$ cat config.mk
export PLATFORM = sky130hd
export DESIGN_NAME = rco_freq_meter
export DESIGN_NICKNAME = d
export VERILOG_FILES = /design/src/rtl/rco_freq_meter.sv
export SDC_FILE = /design/constraint.sdc
export NUM_CORES = 1
export LEC_CHECK = 0
export BUFFER_PORTS_ARGS = -buffer_cell sky130_fd_sc_hd__buf_2
export CAP_MARGIN = 20
export CELL_PAD_IN_SITES_DETAIL_PLACEMENT = 0
export CELL_PAD_IN_SITES_GLOBAL_PLACEMENT = 1
export CORE_MARGIN = 4
export CORE_UTILIZATION = 51
export CTS_BUF_LIST = sky130_fd_sc_hd__clkbuf_8
export CTS_CLUSTER_SIZE = 16
export DETAILED_ROUTE_END_ITERATION = 8
export PLACE_DENSITY_LB_ADDON = 0.1
export SLEW_MARGIN = 10
export SYNTH_ARGS = -nofsm -noshare
export SYNTH_HDL_FRONTEND = slang
export SYNTH_SLANG_ARGS = --single-unit
$ cat constraint.sdc
create_clock -name clk -period 4.1 [get_ports clk]
set_input_delay 0.41 -clock clk [delete_from_list [all_inputs] [get_ports clk]]
set_output_delay 0.41 -clock clk [all_outputs]
set_load 0.1 [all_outputs]
$ cat src/rtl/rco_freq_meter.sv
// Two-channel ring-VCO frequency meter.
// Holds both oscillators in reset, releases them, and counts synchronized
// rising edges of each oscillator over a window of gate_len clk cycles.
// The latched counts are read out one byte at a time through dout.
module rco_freq_meter #(
  parameter int COUNT_W    = 16,
  parameter int GATE_W     = 16,
  parameter int RST_CYCLES = 8
) (
  input  logic              clk,
  input  logic              rst,
  input  logic              start,
  input  logic [GATE_W-1:0] gate_len,
  input  logic [1:0]        osc_in,
  output logic [1:0]        osc_rst,
  output logic              busy,
  output logic              done,
  output logic [1:0]        ovf,
  input  logic [1:0]        sel,
  output logic [7:0]        dout
);

  localparam int RC_W = $clog2(RST_CYCLES + 1);
  localparam logic [RC_W-1:0]    RC_LOAD = RC_W'(RST_CYCLES);
  localparam logic [COUNT_W-1:0] CNT_MAX = '1;

  // S_ARM is the acceptance cycle: gate_len is latched and done cleared,
  // the oscillator reset window begins on the following edge.
  typedef enum logic [1:0] {
    S_IDLE = 2'd0,
    S_ARM  = 2'd1,
    S_ORST = 2'd2,
    S_GATE = 2'd3
  } state_t;

  state_t state_q;

  logic [GATE_W-1:0]       gate_q;
  logic [GATE_W-1:0]       gcnt_q;
  logic [RC_W-1:0]         rcnt_q;
  logic                    busy_q;
  logic                    done_q;
  logic [1:0]              osc_rst_q;
  logic [1:0]              ovf_q;
  logic [1:0][COUNT_W-1:0] res_q;

  logic [1:0]              sync1_q, sync1_d;
  logic [1:0]              sync2_q, sync2_d;
  logic [1:0]              hist_q,  hist_d;
  logic [1:0]              edge_pls;

  logic [1:0][COUNT_W-1:0] cnt_q, cnt_d;
  logic [1:0]              sat_q, sat_d;

  logic [15:0]             res_ext;
  logic [7:0]              dout_q, dout_d;

  // Two-flop synchronizer plus one history flop per oscillator input.
  always_comb begin
    sync1_d = osc_in;
    sync2_d = sync1_q;
    hist_d  = sync2_q;
  end

  assign edge_pls = sync2_q & ~hist_q;

  // Edge counters: cleared while arming, saturating increment during the gate.
  always_comb begin
    cnt_d = cnt_q;
    sat_d = sat_q;
    if (state_q == S_ARM) begin
      cnt_d = '0;
      sat_d = '0;
    end else if (state_q == S_GATE) begin
      for (int c = 0; c < 2; c++) begin
        if (edge_pls[c]) begin
          if (cnt_q[c] == CNT_MAX) begin
            sat_d[c] = 1'b1;
          end else begin
            cnt_d[c] = cnt_q[c] + COUNT_W'(1);
          end
        end
      end
    end
  end

  // Byte readout: bits at and above COUNT_W are zero by the extension.
  always_comb begin
    res_ext = 16'(res_q[sel[1]]);
    dout_d  = sel[0] ? res_ext[15:8] : res_ext[7:0];
  end

  // Synchronizer, counter and readout registers.
  always_ff @(posedge clk or posedge rst) begin
    if (rst) begin
      sync1_q <= '0;
      sync2_q <= '0;
      hist_q  <= '0;
      cnt_q   <= '0;
      sat_q   <= '0;
      dout_q  <= '0;
    end else begin
      sync1_q <= sync1_d;
      sync2_q <= sync2_d;
      hist_q  <= hist_d;
      cnt_q   <= cnt_d;
      sat_q   <= sat_d;
      dout_q  <= dout_d;
    end
  end

  // Measurement sequencer with registered control outputs. Results are
  // taken from cnt_d so an edge seen in the final gate cycle is included.
  always_ff @(posedge clk or posedge rst) begin
    if (rst) begin
      state_q   <= S_IDLE;
      gate_q    <= '0;
      gcnt_q    <= '0;
      rcnt_q    <= '0;
      busy_q    <= 1'b0;
      done_q    <= 1'b0;
      osc_rst_q <= 2'b00;
      ovf_q     <= 2'b00;
      res_q     <= '0;
    end else begin
      case (state_q)
        S_IDLE: begin
          if (start) begin
            gate_q  <= gate_len;
            done_q  <= 1'b0;
            state_q <= S_ARM;
          end
        end
        S_ARM: begin
          rcnt_q    <= RC_LOAD;
          busy_q    <= 1'b1;
          osc_rst_q <= 2'b11;
          state_q   <= S_ORST;
        end
        S_ORST: begin
          if (rcnt_q == RC_W'(1)) begin
            osc_rst_q <= 2'b00;
            if (gate_q == '0) begin
              busy_q  <= 1'b0;
              done_q  <= 1'b1;
              res_q   <= cnt_d;
              ovf_q   <= sat_d;
              state_q <= S_IDLE;
            end else begin
              gcnt_q  <= gate_q;
              state_q <= S_GATE;
            end
          end else begin
            rcnt_q <= rcnt_q - RC_W'(1);
          end
        end
        S_GATE: begin
          if (gcnt_q == GATE_W'(1)) begin
            busy_q  <= 1'b0;
            done_q  <= 1'b1;
            res_q   <= cnt_d;
            ovf_q   <= sat_d;
            state_q <= S_IDLE;
          end else begin
            gcnt_q <= gcnt_q - GATE_W'(1);
          end
        end
        default: state_q <= S_IDLE;
      endcase
    end
  end

  assign osc_rst = osc_rst_q;
  assign busy    = busy_q;
  assign done    = done_q;
  assign ovf     = ovf_q;
  assign dout    = dout_q;

endmodule

# [After elaboration in Yosys (flattened, before gate mapping)]
# Index checks and enable logic that the tools add are counted.
[totals] out_inout_bits=14 wordCells=97 regBits=124
[classes] eq_ne=14 order_cmp=1 reduce_logical=14 bitwise=2 add_sub_neg=4 mux=45
[ops] operator="$mux 32" count=5
[ops] operator="$mux 16" count=9
[ops] operator="$pmux 32 s2" count=1
[ops] operator="$add 16x1->16 const B" count=2
[ops] operator="$eq 16x16->1 const B" count=2
[ops] operator="$pmux 16 s2" count=1
[ops] operator="$mux 2" count=10
[ops] operator="$eq 16x1->1 const B" count=1
[ops] operator="$logic_not 16->1" count=1
[ops] operator="$sub 16x1->16 const B" count=1
[ops] operator="$ne 2x2->1 const B" count=6
[ops] operator="$reduce_and 4->1" count=3
[ops] operator="$mux 1" count=11
[ops] operator="$mux 8" count=1
[ops] operator="$pmux 2 s2" count=2
[ops] operator="$pmux 2 s4" count=1
[ops] operator="$pmux 4 s2" count=1
[ops] operator="$pmux 1 s3" count=2
[ops] operator="$reduce_and 2->1" count=3
[ops] operator="$reduce_bool 3->1" count=2
[ops] operator="$reduce_and 5->1" count=1
[ops] operator="$eq 2x2->1 const B" count=2
[ops] operator="$eq 4x1->1 const B" count=1
[ops] operator="$mux 4" count=1
[ops] operator="9 further kinds" count=10

# [Logic depth before layout (Yosys ltp)]
# Gate-level depths: netlist (run 1).
[depth] ltp_word=8 ltp_mapped=9 ltp_nobuf=7

# [Worst setup path after synthesis (run 1)]
# OpenSTA, ideal clock, no wires.
[synth_timing] path_kind="register -> register" from="register rcnt_q[1]" to="register res_q[23] (netlist bit)" stages_incl_launch_ff=9 n_path_buf=2 arrival_ns=2.029 t_required_ns=3.972 synth_period_minus_slack_ns=2.157 slack_ns=1.943 path_cell_list="dfrtp_1 inv_1 ha_1 inv_1 o31ai_1 and3_1 buf_6 buf_8 mux2_1"
[synth_via] elab_chain_cells=3
[synth_lines] item="start: declaration" line="40" source="logic [RC_W-1:0] rcnt_q;"
[synth_lines] item="start signal: assignment" line="154" source="rcnt_q <= rcnt_q - RC_W'(1);"
[synth_lines] item="$eq 4x1->1" line="141" source="if (rcnt_q == RC_W'(1)) begin"
[synth_lines] item="$ne 2x2->1 (no source line)"
[synth_lines] item="$reduce_and 4->1 (no source line)"
[synth_lines] item="end signal: assignment" line="146" source="res_q <= cnt_d;"
[synth_lines] item="end signal: assignment" line="161" source="res_q <= cnt_d;"
[synth_lines] item="end: declaration" line="45" source="logic [1:0][COUNT_W-1:0] res_q;"
# No other way between the ends.
# A chain may end at the register's enable or synchronous reset.

# [Worst setup path after layout (run 1)]
[layout_timing] from="register gcnt_q[1]" to="register res_q[21] (netlist bit)"
[layout_via] elab_chain_cells=3
[layout_lines] item="start: declaration" line="39" source="logic [GATE_W-1:0] gcnt_q;"
[layout_lines] item="start signal: assignment" line="150" source="gcnt_q <= gate_q;"
[layout_lines] item="start signal: assignment" line="165" source="gcnt_q <= gcnt_q - GATE_W'(1);"
[layout_lines] item="$eq 16x1->1" line="158" source="if (gcnt_q == GATE_W'(1)) begin"
[layout_lines] item="$ne 2x1->1 (no source line)"
[layout_lines] item="$reduce_and 4->1 (no source line)"
# No other way between the ends.

==> results of run 1 <==
-- kinds of logic (layout without fill, tap and decap cells) --
family,count (synthesis),after routing
AO/OA/AOI/OAI,116,116
XOR/XNOR,2,2
multiplexers,66,66
AND/OR/NAND/NOR,176,176
adder cells (fa/ha/maj),11,11
buffers and inverters,48,96
flip-flops,123,123
-- worst paths after layout --
path / slack (ns) / startpoint / end / cells past startpoint
min in group asynchronous: 0.17 / rst / sat_q[0] / 2
min: 0.07 / osc_in[0] / sync1_q[0] / 1
max: 1.14 / gcnt_q[1] / res_q[21] / 8
max in group asynchronous: 3.04 / rst / res_q[22] / 3
min reg2reg: 0.35 / sync1_q[0] / hist_d[0] / 0
max reg2reg: 1.14 / gcnt_q[1] / res_q[21] / 8
-- state kept, by name (all words and copies together) (netlist names), 4 cells and up --
| signal | count |
|---|---|
| res_q | 32 |
| dout | 8 |
| rcnt_q | 4 |
| gcnt_q | 16 |
| cnt_q | 32 |
| gate_q | 16 |
-- cells in the mapped netlist, types with 3 or more instances --
master	instances
dfrtp_1	123
a21oi_1	37
nor2_1	32
nand2_1	26
mux2_2	25
mux2_4	21
inv_1	20
nand3_1	19
o21ai_0	19
clkbuf_1	13
nor3_1	13
nor4_1	13
o31ai_1	12
ha_1	11
o22a_1	11
mux2_1	9
or3_1	9
or4_1	9
a31oi_1	8
mux4_2	8
a41oi_1	7
nand4_1	7
nor2b_1	7
and4_1	6
and3_1	5
buf_2	5
nor3_2	4
o211ai_1	4
buf_6	3
mux2i_1	3
nand2b_1	3
nand3b_1	3
nand4_2	3
nor4_4	3
o41ai_1	3
-- layer usage --
layer / share of wire, % / up-vias / track usage [%]
met4: 1.6 / 0 / 6.30
met5: 0 / - / 0
met3: 4.4 / 19 / 5.26
li1: - / 2126 / -
met1: 46 / 2237 / 27.3
met2: 48 / 104 / 30.9
-- power by group through the flow --
stage	clock network, mW	registers, mW	logic [mW]
finish	1.06	1.65	1.22
global route	1.14	1.69	1.36
detailed placement	0	1.67	1.23
CTS	1.09	1.65	1.23
global placement	0	1.66	1.20
floorplan	0	1.70	0.946
-- stage by stage --
stage / cell area [um^2] / hold slack [ns] / util, % / instances
2_1_floorplan: 6240 / 0.331 / - / 542
3_3_place_gp: 6480 / 0.337 / 54.0 / 705
3_5_place_dp: 6480 / 0.336 / 54.0 / 705
4_1_cts: 6870 / 0.0433 / 57.2 / 737
5_1_grt: 6870 / 0.0436 / 57.2 / 737
6_report: 6870 / 0.0679 / 57.2 / 737
-- area by class of cell --
| cell class | instances | area (um^2) |
|---|---|---|
| timing repair buffer | 44 | 240 |
| fill | 1031 | 5140 |
| tap | 147 | 184 |
| inverter | 20 | 77.6 |
| clock buffer | 21 | 289 |
| sequential | 123 | 3080 |
| multi-input combinational | 371 | 2900 |
| clock inverter | 11 | 103 |
==> results.md, run 1 <==
* Status: completed
* Die H at 119 um
* Synth Register Bits at 123
* Largest cells by area after synthesis: dfrtp_1, mux2_4, mux2_2
* TritonCTS clock tree: done
* Residual DRC at 0
* Iter 0 DRT Violations at 334
* Detail Placement HPWL at 9290 um
* Die ar. at 14100 um^2
* H-tree Lvls at 4
* Data arrival, critical path at 3.28 ns
* Fin Setup TNS at 0 ns
* Max Cap Viol at 0
* Post-synthesis compound-gate area fraction at 12.3%
* WP buf/inv at 2
* Post-synth top flop: dfrtp_1
* Simple-gate share of the synthesized area at 17.1%
* Fin crit share at 72.1%
* Post-synthesis cell count at 542
* Crit end category: flip-flop
* Clock Power Share at 27.0%
* Net count after synthesis at 576
* Number of diodes at 0
* Largest area contributor in the synthesized netlist: dfrtp_1
* Setup WS pre-CTS at 1.16 ns
* Postcts setup bufs at 0
* Clock Latency Late Sink at 0.44 ns
* Startpoint Class: flip-flop
* IO Pins at 37
* Synth unique cells at 63
* Internal power consumption at 2.50 mW
* Post-layout min period at 2.96 ns
* Clk root buf: clkbuf_8
* Main combinational cell family by area after synthesis: simple AND/OR/NAND/NOR gates
* Hold Crit Class: in -> reg
* Flop pwr share at 42.0%
* Mean Syn Cell Area at 11.5 um^2
* Clock transition at path regs at 0.07 ns
* Core area at 12000 um^2
* Worst-margin pin slew at 0.906 ns
* Post-synth EDFFs at 0
* Syn-to-layout area delta at 10.1%
* DIE WIDTH at 119 um
* RSZ-0062 raised after global routing: no
* Total track usage at 19.9%
* Synth warnings at 0
* Initial antenna violation count at 0
* Crit-path max cell delay at 0.59 ns
* Slew HR at 39.6%
* Switching Share at 36.5%
* Most frequent cells in the layout: dfrtp_1, a21oi_1, buf_2
* Final Hold Viols at 0
* # port buffers at 36
* Nets at 611
* Adder-Cell Fraction of Synth Area at 2.21%
* CP top delay family: simple AND/OR/NAND/NOR gates
* Cts repair resizes at 0
* Most common cell after layout, fill and taps aside: dfrtp_1
* CTS sink cnt at 123
* XOR/XNOR Fraction of Synth Area at 0.281%
* Routed Antenna Nets at 0
* Final setup vio count at 0
* Peak supply drop at 0.457 mV
* Ys async rst share at 100%
* Final worst slack at 1.14 ns
* Routed vias at 4486
* Remaining global-route overflow at 0
* Clk_skew at 0.00930 ns
* Vias in the first global route at 4279
* WL per Instance at 18.1 um
* Final Power at 3.94 mW
* Leak Pwr at 3.05 nW
* Critical Path, Cell by Cell: inv_1 -> ha_1 -> nor2b_1 -> nand4_2 -> o31ai_1 -> and3_2 -> buf_4 -> mux2_1
* Starting Density at 52.0%
* CTS buffer count at 17
* Comb pwr share at 31.0%
* Mux contribution to synthesized area at 14.6%
* Avg Vias per Cell at 6.09
* Kind of critical path: reg -> reg
* RD Place Congestion at 0.829
* CP max-delay cell: and3_2
* Layout cells sized above 1 at 24.2%
* Psw at 1.44 mW
* Peak fanout along the critical path at 20
* First-pass GRT wire length at 22500 um
* Drt first pass iters at 5
* Floorplan row count at 40
* Power per cell area at 573 nW/um^2
* Largest net degree at the start of global routing at 75
* Share of the synthesized area in the top cell type at 49.3%
* CTS Hold Buffers Added at 0
* Post-Syn Area at 6240 um^2
* Achievable Freq at 0.338 GHz
* Clk buf depth at 2
* Data required, critical path at 4.42 ns
* Seq/Total Area, Yosys at 49.3%
* Final wirelength at 13400 um
* Max Transition Viols Final at 0
Note: power is estimated with default switching activity, not from simulation.
==> run 2, diff against run 1 <==
ABC_AREA = 1   (was not set)
CORE_UTILIZATION = 43   (was 51)
clock period = 2.7 ns   (was 4.1 ns; I/O delays follow)
==> run 2 against run 1 <==
Fmax up 39%; combinational power down 59%; sequential power up 24%; die area up 21%; clock power up 65%; final cell count up 45%; clock skew about the same; wire length up 16%; synthesized cell count up 52%; clock-buffer cell count down 2; sequential share of layout area down 2.3 points; critical path type unchanged; critical endpoint is now res_q[8]; largest power group unchanged.
==> results.md, run 2 <==
* Largest cells by area after synthesis: dfrtp_1, nand2_1, nor2_1
* RSZ-0062 raised after global routing: no
* Ys async rst share at 100%
* Kind of critical path: reg -> reg
* Crit end category: flip-flop
* Comb pwr share at 11.7%
* Remaining global-route overflow at 0
* Regs by FF count: cnt_q (32), res_q (32)
* Clk buf depth at 2
* Post-synthesis cell count at 826
* Final setup vio count at 0
* Startpoint Class: flip-flop
* Synth warnings at 0
* TritonCTS clock tree: done
* Hold Path End: gate_q[9]
* WL per Instance at 14.5 um
* Clk root buf: clkbuf_8
* Top Metal Used: met4
* Final wirelength at 15400 um
* Slew HR at 49.4%
* Die H at 131 um
* Largest net degree at the start of global routing at 68
* Seq/Total Area, Yosys at 47.7%
* R2r endpoint: res_q[8]
* Vias in the first global route at 5358
* # port buffers at 36
* Leak Pwr at 3.81 nW
* Post-synth EDFFs at 0
* Routed wl met2 at 7350 um
* Fin Setup TNS at 0 ns
* Synth unique cells at 43
* Die ar. at 17000 um^2
* Most common cell after layout, fill and taps aside: nand2_1
* Power per cell area at 593 nW/um^2
* Number of diodes at 0
* Count leader, synth: nand2_1
* Worst Hold Slack at 0.0628 ns
* Worst-margin pin slew at 0.758 ns
* CTS Hold Buffers Added at 3
* Largest area contributor in the synthesized netlist: dfrtp_1
* Achievable Freq at 0.471 GHz
* Initial antenna violation count at 0
* Routed Antenna Nets at 0
* Data arrival, critical path at 2.49 ns
* Hold Crit Class: in -> reg
* Synth top cells by count: nand2_1, dfrtp_1, nor2_1
* Switching Share at 26.9%
* M1 WL at 7120 um
* Share of the synthesized area in the top cell type at 47.7%
* Clock Power Share at 40.6%
* Flop pwr share at 47.7%
* Hold path cells at 2
* CTS buffer count at 17
* Peak fanout along the critical path at 24
* Detail Placement HPWL at 11000 um
* Clk_skew at 0.00900 ns
* Starting Density at 44.1%
* Routed vias at 5472
* Max Transition Viols Final at 0
* Total track usage at 19.6%
* Layout cells sized above 1 at 13.2%
* Synth Register Bits at 123
* Crit-path max cell delay at 0.41 ns
* Reg2reg start: state_q[1]
* CP max-delay cell: dfrtp_1
* Net count after synthesis at 860
* Nets at 903
* Max Cap Viol at 0
* H-tree Lvls at 4
* Iter 0 DRT Violations at 313
* WP buf/inv at 3
* Most frequent cells in the layout: nand2_1, dfrtp_1, nor2_1
* Fin crit share at 78.6%
* DIE WIDTH at 131 um
* Critical Path, Cell by Cell: ha_1 -> buf_4 -> nor2_1 -> inv_1 -> nand2_1 -> nor2_8 -> buf_4 -> nand4_1 -> nand2_1
* Data required, critical path at 3.07 ns
* Cts repair resizes at 0
* Drt first pass iters at 5
* Post-layout min period at 2.12 ns
* Internal power consumption at 3.14 mW
* Final Hold Viols at 0
* Clock Latency Late Sink at 0.43 ns
* Floorplan row count at 44
* Post-synth top flop: dfrtp_1
* Psw at 1.16 mW
* Metal3 WL at 700 um
* Clock transition at path regs at 0.07 ns
* Hold_sp: gate_len[9]
* Peak supply drop at 0.393 mV
* IO Pins at 37
* First-pass GRT wire length at 26200 um
* Syn-to-layout area delta at 12.3%
* RD Place Congestion at 0.873
* Postcts setup bufs at 0
* CP top delay family: simple AND/OR/NAND/NOR gates
* Fill count at 1456
* R2R setup slack at 0.58 ns
* Status: completed
* Post-Syn Area at 6450 um^2
* Avg Vias per Cell at 5.13
* Core area at 14600 um^2
* Residual DRC at 0
* CTS sink cnt at 123
* R2R depth at 9
* Mean Syn Cell Area at 7.81 um^2
[run 2: changes by cell type in the layout (fill, tap and decap cells not counted), moves of 14 or more]
cell | previous run | this run
nand4_1 | 7 | 21
o21ai_0 | 19 | 51
nand2_1 | 26 | 227
mux2_2 | 25 | 9
nor2_1 | 32 | 103
inv_1 | 23 | 100
mux2_4 | 21 | 0
a21oi_1 | 37 | 21
nand3_1 | 19 | 62
[run 2: power groups by stage]
stage / Clock (mW) / Combinational (mW) / Sequential [mW]
2_1_floorplan: 0 / 0.334 / 2.12
3_3_place_gp: 0 / 0.494 / 2.08
3_5_place_dp: 0 / 0.502 / 2.08
4_1_cts: 1.80 / 0.507 / 2.05
5_1_grt: 1.87 / 0.581 / 2.06
6_report: 1.75 / 0.503 / 2.05
[run 2: layout make-up]
cell class              instances  area (um^2)  share of cell area (%)
flip-flops and latches        123         3080                    42.5
multi-input cells             579         2850                    39.3
inverters                     100          382                    5.26
repair buffers                 48          290                    4.00
clock buffers                  19          262                    3.61
well taps                     184          230                    3.18
clock inverters                13          159                    2.19
[run 2: worst register-to-register path, cell delays in order, from the launching register on]
cell     delay [ns]
dfrtp_1        0.41
ha_1           0.20
buf_4          0.29
nor2_1         0.10
inv_1          0.06
nand2_1        0.12
nor2_8         0.28
buf_4          0.31
nand4_1        0.18
nand2_1        0.09
[run 2: how the worst max path moves through the flow]
stage               startpoint  endpoint  slack [ns]  cells past startpoint
global placement    state_q[1]  res_q[8]        0.58                      9
detailed placement  state_q[1]  res_q[8]        0.55                      9
CTS                 state_q[1]  res_q[8]        0.52                      9
global route        state_q[1]  res_q[9]        0.39                      9
floorplan                  rst      busy        0.92                      1
finish              state_q[1]  res_q[8]        0.58                      9
[run 2: cells by family after synthesis]
kind of cell	share of synthesized area, %
AOI/OAI and AO/OA	9.52
xor gates and xnor gates	0.543
adders and majority gates	2.13
buffers and inverters	8.14
DFF	47.7
muxes	1.57
and+or+nand+nor	30.4
[run 2: per-stage QoR]
| stage | power (mW) | std cells | util, % | setup slack, ns | instance area (um^2) |
|---|---|---|---|---|---|
| 3_5_place_dp | 2.58 | 1031 | 46.4 | 0.553 | 6800 |
| 4_1_cts | 4.35 | 1066 | 49.5 | 0.520 | 7250 |
| 5_1_grt | 4.52 | 1066 | 49.5 | 0.392 | 7250 |
| 6_report | 4.30 | 1066 | 49.5 | 0.579 | 7250 |
| 2_1_floorplan | 2.45 | 826 | - | 0.919 | 6460 |
| 3_3_place_gp | 2.57 | 1031 | 46.4 | 0.576 | 6800 |
[run 2: routing by layer]
layer | GRT usage, % | vias to the layer above
met5 | 0 | -
met4 | 7.14 | 0
met3 | 4.07 | 23
met2 | 32.7 | 134
met1 | 25.4 | 2567
li1 | - | 2748
==> run 3, diff against run 2 <==
CORE_UTILIZATION = 47   (was 43)
clock period = 2.2 ns   (was 2.7 ns; I/O delays follow)
==> run 3 against run 2 <==
Final cell count rose by 0.28%; sequential cell count did not move; core utilization rose by 6.0 points; design area rose by 2.2%; wire length fell by 1.6%; global-route usage rose by 0.62 points; die area fell by 8.0%; via count rose by 0.20%; fmax rose by 9.3%; critical path depth did not move; non-clock buffer count rose by 12; worst setup slack got worse by 0.32 ns; critical endpoint is now res_q[26].
==> results.md, run 3 (same netlist as run 2, synthesis figures left out) <==
* Achievable Freq at 0.515 GHz
* Startpoint Class: flip-flop
* Multi-input gate area at 2850 um^2
* Fin crit share at 88.3%
* Clk buf depth at 2
* Leak Pwr at 3.88 nW
* DIE WIDTH at 125 um
* Data arrival, critical path at 2.31 ns
* Core Util, Final at 55.5%
* Detail Placement HPWL at 10700 um
* Core area at 13300 um^2
* CTS sink cnt at 123
* Crit end category: flip-flop
* Data required, critical path at 2.57 ns
* Floorplan row count at 42
* Peak supply drop at 0.409 mV
* Most common cell after layout, fill and taps aside: nand2_1
* Total track usage at 20.3%
* Fin Setup TNS at 0 ns
* Final wirelength at 15200 um
* Vias in the first global route at 5330
* Drt first pass iters at 5
* Clock Latency Late Sink at 0.44 ns
* Peak fanout along the critical path at 25
* Worst-margin pin slew at 0.653 ns
* Final Power at 5.53 mW
* RSZ-0062 raised after global routing: no
* Top cell by count, worst path: nand2_1
* RD Place Congestion at 0.896
* Post-layout min period at 1.94 ns
* Iter 0 DRT Violations at 409
* Hold Crit Class: in -> reg
* FF+latch area at 3080 um^2
* Residual DRC at 0
* Clk root buf: clkbuf_8
* Power per cell area at 747 nW/um^2
* H-tree Lvls at 4
* Max Cap Viol at 0
* TritonCTS clock tree: done
* Post-Layout Cell Count at 1069
* Dpl cells at 1027
* Largest net degree at the start of global routing at 124
* Remaining global-route overflow at 0
* CP max-delay cell: dfrtp_1
* Nets at 915
* Max Transition Viols Final at 0
* Most frequent cells in the layout: nand2_1, dfrtp_1, nor2_1
* Final setup vio count at 0
* Number of diodes at 0
* Final Hold Viols at 0
* Die H at 125 um
* Clk_skew at 0.0114 ns
* IO Pins at 37
* Syn-to-layout area delta at 14.9%
* Critical Path, Cell by Cell: ha_1 -> buf_4 -> nor2_1 -> inv_1 -> nand2_1 -> nor2_8 -> buf_6 -> nand4_1 -> nand2_1
* First-pass GRT wire length at 25800 um
* Slew HR at 56.5%
* CTS buffer count at 17
* Avg Vias per Cell at 5.13
* Routed vias at 5483
* Fill count at 1304
* # port buffers at 36
* Die ar. at 15700 um^2
* Regs by FF count: cnt_q (32), res_q (32)
* Crit-path max cell delay at 0.42 ns
* Initial antenna violation count at 0
* Kind of critical path: reg -> reg
* WL per Instance at 14.2 um
* Status: completed
* Layout cells sized above 1 at 13.7%
* Routed Antenna Nets at 0
* Starting Density at 48.4%
* Clock transition at path regs at 0.07 ns
## run 3: layer usage
layer	up-vias	track usage, %	wire length (um)
li1	2765	-	-
met1	2574	26.1	6910
met2	120	33.2	7360
met3	24	5.29	612
met4	0	7.27	323
met5	-	0	0
## run 3: what timing repair did
action / 4_1_cts / 5_1_grt
endpoints found under the setup margin: 0 / 1
setup buffers: 0 / 0
endpoints found under the hold margin: 13 / 1
hold buffers: 10 / 1
gates resized for setup: 0 / 1
## run 3: power by group
part / internal [mW] / switching (mW)
combinational: 0.207 / 0.434
clock: 1.52 / 0.860
sequential: 2.39 / 0.125
total: 4.12 / 1.42
## run 3: area by class of cell
| cell class | instances | area share [%] |
|---|---|---|
| Sequential cell | 123 | 41.5 |
| Multi-Input combinational cell | 579 | 38.4 |
| Timing Repair Buffer | 60 | 5.45 |
| Inverter | 100 | 5.15 |
| Clock buffer | 23 | 4.27 |
| Tap cell | 176 | 2.97 |
| Clock inverter | 8 | 2.19 |
## run 3: path summary, 6_finish.rpt
check | start | endpoint | slack (ns) | depth (start not counted)
worst min register to register | sync1_q[0] | hist_d[0] | 0.36 | 0
worst max register to register | state_q[1] | res_q[26] | 0.26 | 9
min in group asynchronous | rst | sync1_q[1] | 0.53 | 4
max in group asynchronous | rst | res_q[29] | 1.19 | 4
worst min-delay path | gate_len[14] | gate_q[14] | 0.02 | 2
worst max-delay path | state_q[1] | res_q[26] | 0.26 | 9
## run 3: worst max-delay path: cells and delay by family (launching register included)
family / cells / cell delay, ns
fa+ha+maj: 1 / 0.21
buf+inv: 3 / 0.61
simple gates: 5 / 0.63
flops: 1 / 0.42
## run 3: through the flow
step	instance area (um^2)	hold WS [ns]	setup WS, ns
finish	7410	0.0188	0.258
global route	7410	0.00159	0.0874
CTS	7400	0.000118	0.129
detailed placement	6820	0.332	0.163
global placement	6820	0.328	0.186
floorplan	6460	0.251	0.469
